### src/rtl/link_switch_ctrl.sv
// link_switch_ctrl: brings up the morse transceiver line switch.
// Sequence: loopback self-test, carrier probe on both line polarities, then
// opens the data path between the local encoder/decoder and the line.
// Optional build macro LINK_SWITCH_CTRL_AUTO_RETRY_EN: when defined, FAIL
// re-enters LOOP_SETUP by itself after TIMEOUT_CYCLES cycles.
module link_switch_ctrl #(
    parameter int         BIT_CYCLES     = 16,
    parameter int         SETTLE_CYCLES  = 4,
    parameter int         TIMEOUT_CYCLES = 50000,
    parameter logic [7:0] TEST_PATTERN   = 8'hA5
) (
    input  logic       clk,
    input  logic       rst,
    input  logic       start,
    input  logic       stop,
    input  logic       tx_data,
    output logic       rx_data,
    output logic       line_loop,
    output logic       line_invert,
    output logic       morse_code_out,
    input  logic       morse_code_in,
    output logic       link_up,
    output logic       busy,
    output logic [1:0] fail_code
);

    // One shared cycle counter serves settle, bit-period, timeout and retry.
    localparam int MAX_BS  = (BIT_CYCLES > SETTLE_CYCLES) ? BIT_CYCLES : SETTLE_CYCLES;
    localparam int CNT_MAX = (TIMEOUT_CYCLES > MAX_BS) ? TIMEOUT_CYCLES : MAX_BS;
    localparam int CNT_W   = $clog2(CNT_MAX + 1);
    localparam int RUN_W   = $clog2(BIT_CYCLES + 1);

    localparam logic [CNT_W-1:0] SETTLE_LAST  = CNT_W'(SETTLE_CYCLES - 1);
    localparam logic [CNT_W-1:0] BIT_LAST     = CNT_W'(BIT_CYCLES - 1);
    localparam logic [CNT_W-1:0] TIMEOUT_LAST = CNT_W'(TIMEOUT_CYCLES - 1);
    localparam logic [RUN_W-1:0] RUN_LAST     = RUN_W'(BIT_CYCLES - 1);

    typedef enum logic [2:0] {
        IDLE, LOOP_SETUP, LOOP_TEST, LINE_SETUP, LINE_WAIT, ACTIVE, FAIL
    } state_t;

    typedef enum logic [1:0] {
        FAIL_NONE       = 2'b00,
        FAIL_LOOPBACK   = 2'b01,
        FAIL_NO_CARRIER = 2'b10
    } fail_t;

    state_t            state_q, state_d;
    fail_t             fail_q, fail_d;
    logic              invert_q, invert_d;
    logic [CNT_W-1:0]  cnt_q, cnt_d;
    logic [RUN_W-1:0]  run_q, run_d;
    logic [2:0]        bit_idx_q, bit_idx_d;
    logic              rx_meta, rx_s;

    // Two-flop synchronizer for the asynchronous receive line.
    always_ff @(posedge clk) begin
        // NOTE: non-blocking assignments let rx_meta -> rx_s form a real two-stage chain.
        if (rst) begin
            rx_meta <= 1'b0;
            rx_s    <= 1'b0;
        end else begin
            rx_meta <= morse_code_in;
            rx_s    <= rx_meta;
        end
    end

    // State and counter registers.
    always_ff @(posedge clk) begin
        if (rst) begin
            state_q   <= IDLE;
            fail_q    <= FAIL_NONE;
            invert_q  <= 1'b0;
            cnt_q     <= '0;
            run_q     <= '0;
            bit_idx_q <= '0;
        end else begin
            state_q   <= state_d;
            fail_q    <= fail_d;
            invert_q  <= invert_d;
            cnt_q     <= cnt_d;
            run_q     <= run_d;
            bit_idx_q <= bit_idx_d;
        end
    end

    // Next-state, counter updates and Moore outputs of the bring-up sequencer.
    always_comb begin
        // NOTE: every signal gets a default first so no path infers a latch.
        state_d        = state_q;
        fail_d         = fail_q;
        invert_d       = invert_q;
        cnt_d          = '0;
        run_d          = '0;
        bit_idx_d      = bit_idx_q;
        line_loop      = 1'b0;
        line_invert    = 1'b0;
        morse_code_out = 1'b0;
        rx_data        = 1'b0;
        link_up        = 1'b0;
        busy           = 1'b0;

        case (state_q)
            IDLE: begin
                if (start) begin
                    state_d  = LOOP_SETUP;
                    fail_d   = FAIL_NONE;
                    invert_d = 1'b0;
                end
            end

            LOOP_SETUP: begin
                line_loop = 1'b1;
                busy      = 1'b1;
                cnt_d     = cnt_q + 1'b1;
                if (cnt_q == SETTLE_LAST) state_d = LOOP_TEST;
            end

            LOOP_TEST: begin
                line_loop      = 1'b1;
                busy           = 1'b1;
                morse_code_out = TEST_PATTERN[bit_idx_q];
                cnt_d          = cnt_q + 1'b1;
                // Judge each bit on the last cycle of its period, after the sync delay.
                if (cnt_q == BIT_LAST) begin
                    cnt_d = '0;
                    if (rx_s != TEST_PATTERN[bit_idx_q]) begin
                        state_d = FAIL;
                        fail_d  = FAIL_LOOPBACK;
                    end else if (bit_idx_q == 3'd0) begin
                        state_d  = LINE_SETUP;
                        invert_d = 1'b0;
                    end else begin
                        bit_idx_d = bit_idx_q - 3'd1;
                    end
                end
            end

            LINE_SETUP: begin
                busy        = 1'b1;
                line_invert = invert_q;
                cnt_d       = cnt_q + 1'b1;
                if (cnt_q == SETTLE_LAST) state_d = LINE_WAIT;
            end

            LINE_WAIT: begin
                busy        = 1'b1;
                line_invert = invert_q;
                cnt_d       = cnt_q + 1'b1;
                run_d       = rx_s ? run_q + 1'b1 : '0;
                // Carrier is tested first so it wins over a coincident timeout.
                if (rx_s && run_q == RUN_LAST) begin
                    state_d = ACTIVE;
                end else if (cnt_q == TIMEOUT_LAST) begin
                    if (!invert_q) begin
                        invert_d = 1'b1;
                        state_d  = LINE_SETUP;
                    end else begin
                        state_d = FAIL;
                        fail_d  = FAIL_NO_CARRIER;
                    end
                end
            end

            ACTIVE: begin
                link_up        = 1'b1;
                line_invert    = invert_q;
                morse_code_out = tx_data;
                rx_data        = rx_s;
            end

            FAIL: begin
                if (start) begin
                    state_d  = LOOP_SETUP;
                    fail_d   = FAIL_NONE;
                    invert_d = 1'b0;
                end
`ifdef LINK_SWITCH_CTRL_AUTO_RETRY_EN
                else begin
                    cnt_d = cnt_q + 1'b1;
                    if (cnt_q == TIMEOUT_LAST) begin
                        state_d  = LOOP_SETUP;
                        fail_d   = FAIL_NONE;
                        invert_d = 1'b0;
                    end
                end
`else
                // Held here until start, stop or rst.
`endif
            end

            default: state_d = IDLE;
        endcase

        // stop overrides everything, including a simultaneous start.
        if (stop) begin
            state_d  = IDLE;
            fail_d   = FAIL_NONE;
            invert_d = 1'b0;
        end

        // Counters restart on every state entry; the bit index starts at the MSB.
        if (state_d != state_q) begin
            cnt_d     = '0;
            run_d     = '0;
            bit_idx_d = (state_d == LOOP_TEST) ? 3'd7 : 3'd0;
        end
    end

    assign fail_code = fail_q;

endmodule

### config.mk
export PLATFORM = sky130hd
export DESIGN_NAME = link_switch_ctrl
export DESIGN_NICKNAME = d
export VERILOG_FILES = /design/src/rtl/link_switch_ctrl.sv
export SDC_FILE = /design/constraint.sdc
export NUM_CORES = 1
export LEC_CHECK = 0
export CAP_MARGIN = 20
export CORE_UTILIZATION = 58
export DETAILED_ROUTE_END_ITERATION = 8
export HOLD_SLACK_MARGIN = 0.08
export PLACE_DENSITY_LB_ADDON = 0.2
export SLEW_MARGIN = 0
export SYNTH_ARGS = -nofsm -noshare
export SYNTH_HDL_FRONTEND = slang
export SYNTH_SLANG_ARGS = --single-unit
### constraint.sdc
create_clock -name clk -period 2.77 [get_ports clk]
set_input_delay 0.277 -clock clk [delete_from_list [all_inputs] [get_ports clk]]
set_output_delay 0.277 -clock clk [all_outputs]
set_load 0.005 [all_outputs]
Word-level counts from Yosys, hierarchy flattened
Memory sizes are Yosys's and may differ from the RTL's. A register that Yosys moved wholly into a read port is not among the register bits.
Cells that the tools add are included.
- add/sub/neg operators: 3
- $lt $le $gt $ge: 1
- equal/unequal tests: 23
- multiplexer cells: 42
- bitwise operators: 2
- reduce and logical (&&, ||, !) cells: 17
- operators with widths (kind ; count):
    two-way mux 3 bit ; 18
    case mux 16 bit (2 select lines) ; 1
    case mux 3 bit (6 select lines) ; 1
    adder 16 x 1 -> 16 bit, second input constant ; 1
    equality test 16 bit, second input constant ; 1
    equality test 16 x 2 -> 1 bit, second input constant ; 1
    equality test 16 x 4 -> 1 bit, second input constant ; 1
    two-way mux 16 bit ; 1
    inequality test 2 bit, second input constant ; 7
    AND reduction 7 bit ; 2
    two-way mux 1 bit ; 12
    two-way mux 2 bit ; 6
    equality test 3 x 2 -> 1 bit, second input constant ; 3
    equality test 3 bit, second input constant ; 3
    OR reduction 2 bit ; 4
    OR reduction 4 bit ; 2
    zero test 3 bit ; 2
    inequality test 2 x 1 -> 1 bit, second input constant ; 3
    case mux 2 bit (3 select lines) ; 1
    OR reduction 3 bit ; 2
    adder 5 x 1 -> 5 bit, second input constant ; 1
    equality test 5 x 4 -> 1 bit, second input constant ; 1
    less-than comparator 3 x 4 -> 1 bit, second input constant ; 1
    AND reduction 4 bit ; 1
    other kinds (10) ; 12
- register bits after elaboration: 32
- memory bits (read-only): 8
- input port bits: 6
- output and inout bits: 8
- word-level logic and storage cells: 97
- memories kept: 1
- memories (memory ; depth ; width ; read ports ; clocked after Yosys merged registers in ; write ports ; RTL line ; source):
    (name not given) ; 8 ; 1 ; 1 ; 1 ; 0 ; 127 ; if (rx_s != TEST_PATTERN[bit_idx_q]) begin

Depth between registers and ports, before layout
- depth in word-level cells: 12
- mapped depth: 10
- depth with buffers taken out: 9

Least setup slack after synthesis
Ideal clock, no wire load.
- kind: register -> register
- from: reg run_q[0]
- to: reg cnt_q[10]
- library setup time: 0.064 ns
- arrival: 2.204 ns
- required time: 2.706 ns
- slack: 0.502 ns
- stages on the path, launching flop included: 11
- buffers on the path: 1
- clock period less this slack: 2.268 ns
- cells stage by stage: dfxtp_1 > ha_1 > and3_1 > ha_1 > nand2_1 > a2bb2oi_1 > o311ai_0 > a211oi_1 > o211ai_2 > buf_6 > nor2_1
- cells in the longest elaborated chain, start to end: 7
- ends and longest elaborated chain (what ; RTL line ; source):
    from (decl) ; 52 ; logic [RUN_W-1:0] run_q, run_d;
    from (signal assigned) ; 82 ; run_q <= run_d;
    equality test 5 x 4 -> 1 bit ; 152 ; if (rx_s && run_q == RUN_LAST) begin
    logical AND 1 bit ; 152 ;
    two-way mux 3 bit ; 152 ;
    case mux 3 bit (6 select lines) ; 103 ; case (state_q)
    two-way mux 3 bit ; 196 ; if (stop) begin
    inequality test 3 bit ; 203 ; if (state_d != state_q) begin
    OR reduction 2 bit (no source line) ; -- ;
    to (signal assigned) ; 81 ; cnt_q <= cnt_d;
    to (decl) ; 51 ; logic [CNT_W-1:0] cnt_q, cnt_d;
Every way passes these cells.
A chain may end at the register's enable or synchronous reset.

Worst setup path after layout
- from: reg state_q[1]
- to: out morse_code_out
- cells in the longest elaborated chain, start to end: 2
- elaborated cells on any way between the ends: 3
- those cells by class: eq/ne (2); mux (1)
- ends and longest elaborated chain (what ; RTL line ; source):
    from (decl) ; 48 ; state_t state_q, state_d;
    from (signal assigned) ; 78 ; state_q <= state_d;
    equality test 3 bit / equality test 3 x 2 -> 1 bit (equally long branches) ; 103 ;
    case mux 1 bit (2 select lines) (*) ; 103 ;
    to (decl) ; 20 ; output logic morse_code_out,
Mark *: on every way between the ends. The rest lies on a longest branch, timed or not.

==> results.sh <==
export IMPL_powerDensity_mw_per_mm2=428.6
export IMPL_die_height_um=59
export IMPL_hpwl_um=2948
export IMPL_setup_worst_path_start="state_q[1]$_SDFF_PP0_"
export IMPL_synth_edff_count=0
export IMPL_root_buffer="clkbuf_4"
export IMPL_hold_viol_final=0
export IMPL_ys_seq_elements=33
export IMPL_clk_latency_ns=0.34
export IMPL_vias_per_cell=5.811
export IMPL_p_leak_nw=0.6722
export IMPL_total_power_uw=926.7
export IMPL_fillers=251
export IMPL_cts_hold_buf=0
export IMPL_intPower_uw=725.5
export IMPL_cp_data_arrival_time_ns=2.23
export IMPL_hold_class="register to register"
export IMPL_skew_ns=0.01009
export IMPL_grt_usage=0.2537
export IMPL_holdCritStartpoint="run_q[0]$_SDFF_PP0_"
export IMPL_rr_worst_depth=7
export IMPL_syn_area_per_cell_um2=8.053
export IMPL_ant_nets=0
export IMPL_dp_worst_setup_slack_ns=0.2468
export IMPL_drtIter0Drc=154
export IMPL_syn_area_mm2=0.001884
export IMPL_status="complete, no violations"
export IMPL_syn_to_final_growth_pct=14.74
export IMPL_finalCritPeriodShare=0.9050
export IMPL_setup_viol=0
export IMPL_drive_gt1_frac=0.08730
export IMPL_drcViolationCount=0
export IMPL_final_nets=262
export IMPL_required_ns=2.49
export IMPL_fin_hold_ws_ns=0.4591
export IMPL_wl_per_cell_um=13.63
export IMPL_rsz0062_at_grt="false"
export IMPL_drv_slew=0
export IMPL_coreArea_mm2=0.003078
export IMPL_async_reset_ff_frac=0
export IMPL_p_sw_uw=201.2
export IMPL_worstMarginPinSlew_ns=0.6983
export IMPL_start_util=0.6122
export IMPL_ys_seq_area_frac=0.3506
export IMPL_n_antenna_cell=0
export IMPL_fin_ws_ns=0.2632
export IMPL_synth_flop_cell="dfxtp_1"
export IMPL_gp_congestion=0.8880
export IMPL_grt_overflow_total=0
export IMPL_hold_path_depth=1
export IMPL_crit_type="register to primary output"
export IMPL_maxCapViolations=0
export IMPL_p_sw_frac=0.2171
export IMPL_cts_buffers=5
export IMPL_p_comb_frac=0.070
export IMPL_cts_tree="done"
export IMPL_tns_ns=0
export IMPL_relSlewSlack=0.5305
export IMPL_yosysWarnings=0
export IMPL_postRouteWirelength_um=4035
export IMPL_dr_pass1_iters=4
export IMPL_start_kind="register"
export IMPL_grt_pass1_wl_um=6624
export IMPL_cp_end_kind="primary output"
export IMPL_vdd_ir_drop_max_uv=414.9
export IMPL_clk_path_buf_depth=2
export IMPL_first_global_vias=1509
export IMPL_htreeDepth=2
export IMPL_die_area_mm2=0.003481
export IMPL_worstReg2RegStart="cnt_q[0]$_SDFF_PP0_"
export IMPL_fmax_mhz=398.9
export IMPL_layout_min_cycle_time_ns=2.507
export IMPL_power_share_sequential=0.525
export IMPL_synth_net_count=245
export IMPL_antenna_found_initial=0
export IMPL_vias=1720
export IMPL_clock_sinks=33
export IMPL_syn_inst=234
export IMPL_postCtsSetupBuffers=0
export IMPL_num_rows=20
export IMPL_cp_max_fo=14
export IMPL_yosysUniqueCellTypes=49
export IMPL_grt_start_max_net_pins=17
export IMPL_die_x_um=59
export IMPL_numPortBuffers=13
export IMPL_boundaryPins=14
export IMPL_clockPowerShare=0.404
export IMPL_path_clk_slew_ns=0.09
sequential cells by signal, summed over array words and instances, names as in the netlist, named ones only:
signal	count
invert_q	1
fail_code	2
rx_s	1
cnt_q	16
rx_meta	1
run_q	5
bit_idx_q	3
state_q	3
timing repair:
item / in CTS / in global routing
gates resized for setup: 0 / 3
hold endpoints to repair: 0 / 0
setup endpoints to repair: 0 / 17
metal layers:
metal / vias to the layer above / wire (µm) / track usage
met1: 783 / 1778 / 0.3261
met5: - / 0 / 0
met2: 65 / 1938 / 0.4091
met3: 11 / 232 / 0.06987
li1: 861 / - / -
met4: 0 / 86 / 0.08844
critical path, cell delays in order, from the launching register on:
cell and delay [ns]:
dfxtp_2 0.49, buf_4 0.19, nor3b_1 0.39, buf_4 0.21
a22o_1 0.13, clkdlybuf4s50_1 0.49
cells in the final DEF, fill, tap and decap left out, types with 9 or more instances in the layout:
cell type,count
nand3_1,13
nor3_1,9
nand2_1,18
a21oi_1,9
xnor2_1,17
clkdlybuf4s50_1,13
dfxtp_1,32
nor2_1,35
inv_1,12
cell type report:
class | instances | area [µm²] | share of cell area
multi-input cells | 181 | 1147 | 0.5307
inverters | 12 | 45.04 | 0.02083
repair buffers | 18 | 167.7 | 0.07755
well taps | 44 | 55.05 | 0.02546
clock buffers | 7 | 55.05 | 0.02546
clock inverters | 1 | 30.03 | 0.01389
flip-flops and latches | 33 | 661.9 | 0.3061
through the flow:
step	utilization	cells	area, µm²
CTS	0.6972	296	2146
detailed placement	0.6695	288	2061
floorplan	-	234	1884
global route	0.7024	296	2162
finish	0.7024	296	2162
global placement	0.6695	288	2061
path summary, 6_finish.rpt:
path	endpoint	slack [ns]
max reg2reg	bit_idx_q[0]$_SDFFE_PP0N_	0.31
min	run_q[0]$_SDFF_PP0_	0.46
max	morse_code_out	0.26
min reg2reg	run_q[0]$_SDFF_PP0_	0.46
synthesized netlist by cell type (all sizes together), types with 2 or more instances:
cell type / n / area (µm²)
inv: 12 / 45.04
nor2: 35 / 131.4
nand4: 8 / 56.30
ha: 5 / 62.56
xor2: 7 / 61.31
xnor2: 17 / 148.9
or3: 2 / 12.51
o21ai: 8 / 43.79
a2111oi: 2 / 23.77
nor3: 9 / 45.04
nor4: 6 / 43.79
nand3: 13 / 65.06
o211ai: 3 / 27.52
dfxtp: 33 / 660.6
a21oi: 9 / 45.04
a22oi: 4 / 30.03
clkbuf: 4 / 15.01
o31ai: 3 / 22.52
and2: 5 / 31.28
or4: 2 / 18.77
buf: 4 / 31.27
o311ai: 2 / 17.52
and3: 4 / 26.28
nor2b: 4 / 25.02
nand2: 18 / 67.56
power groups by stage:
stage | Combinational [mW] | Sequential, mW | Clock (mW)
after floorplan | 0.0412 | 0.495 | 0
after global placement | 0.0621 | 0.497 | 0
after detailed placement | 0.0628 | 0.498 | 0
after CTS | 0.0635 | 0.487 | 0.379
after global routing | 0.0727 | 0.488 | 0.407
final | 0.0653 | 0.487 | 0.375
cell families after synthesis:
logic type / Yosys count / share of synthesized area
buffers and inverters: 20 / 0.04846
and+or+nand+nor: 111 / 0.2988
xor gates and xnor gates: 24 / 0.1116
AOI/OAI and AO/OA: 40 / 0.1521
adders and majority gates: 5 / 0.03320
muxes: 1 / 0.005312
DFF: 33 / 0.3506
Power figures use the tool's default switching activity.
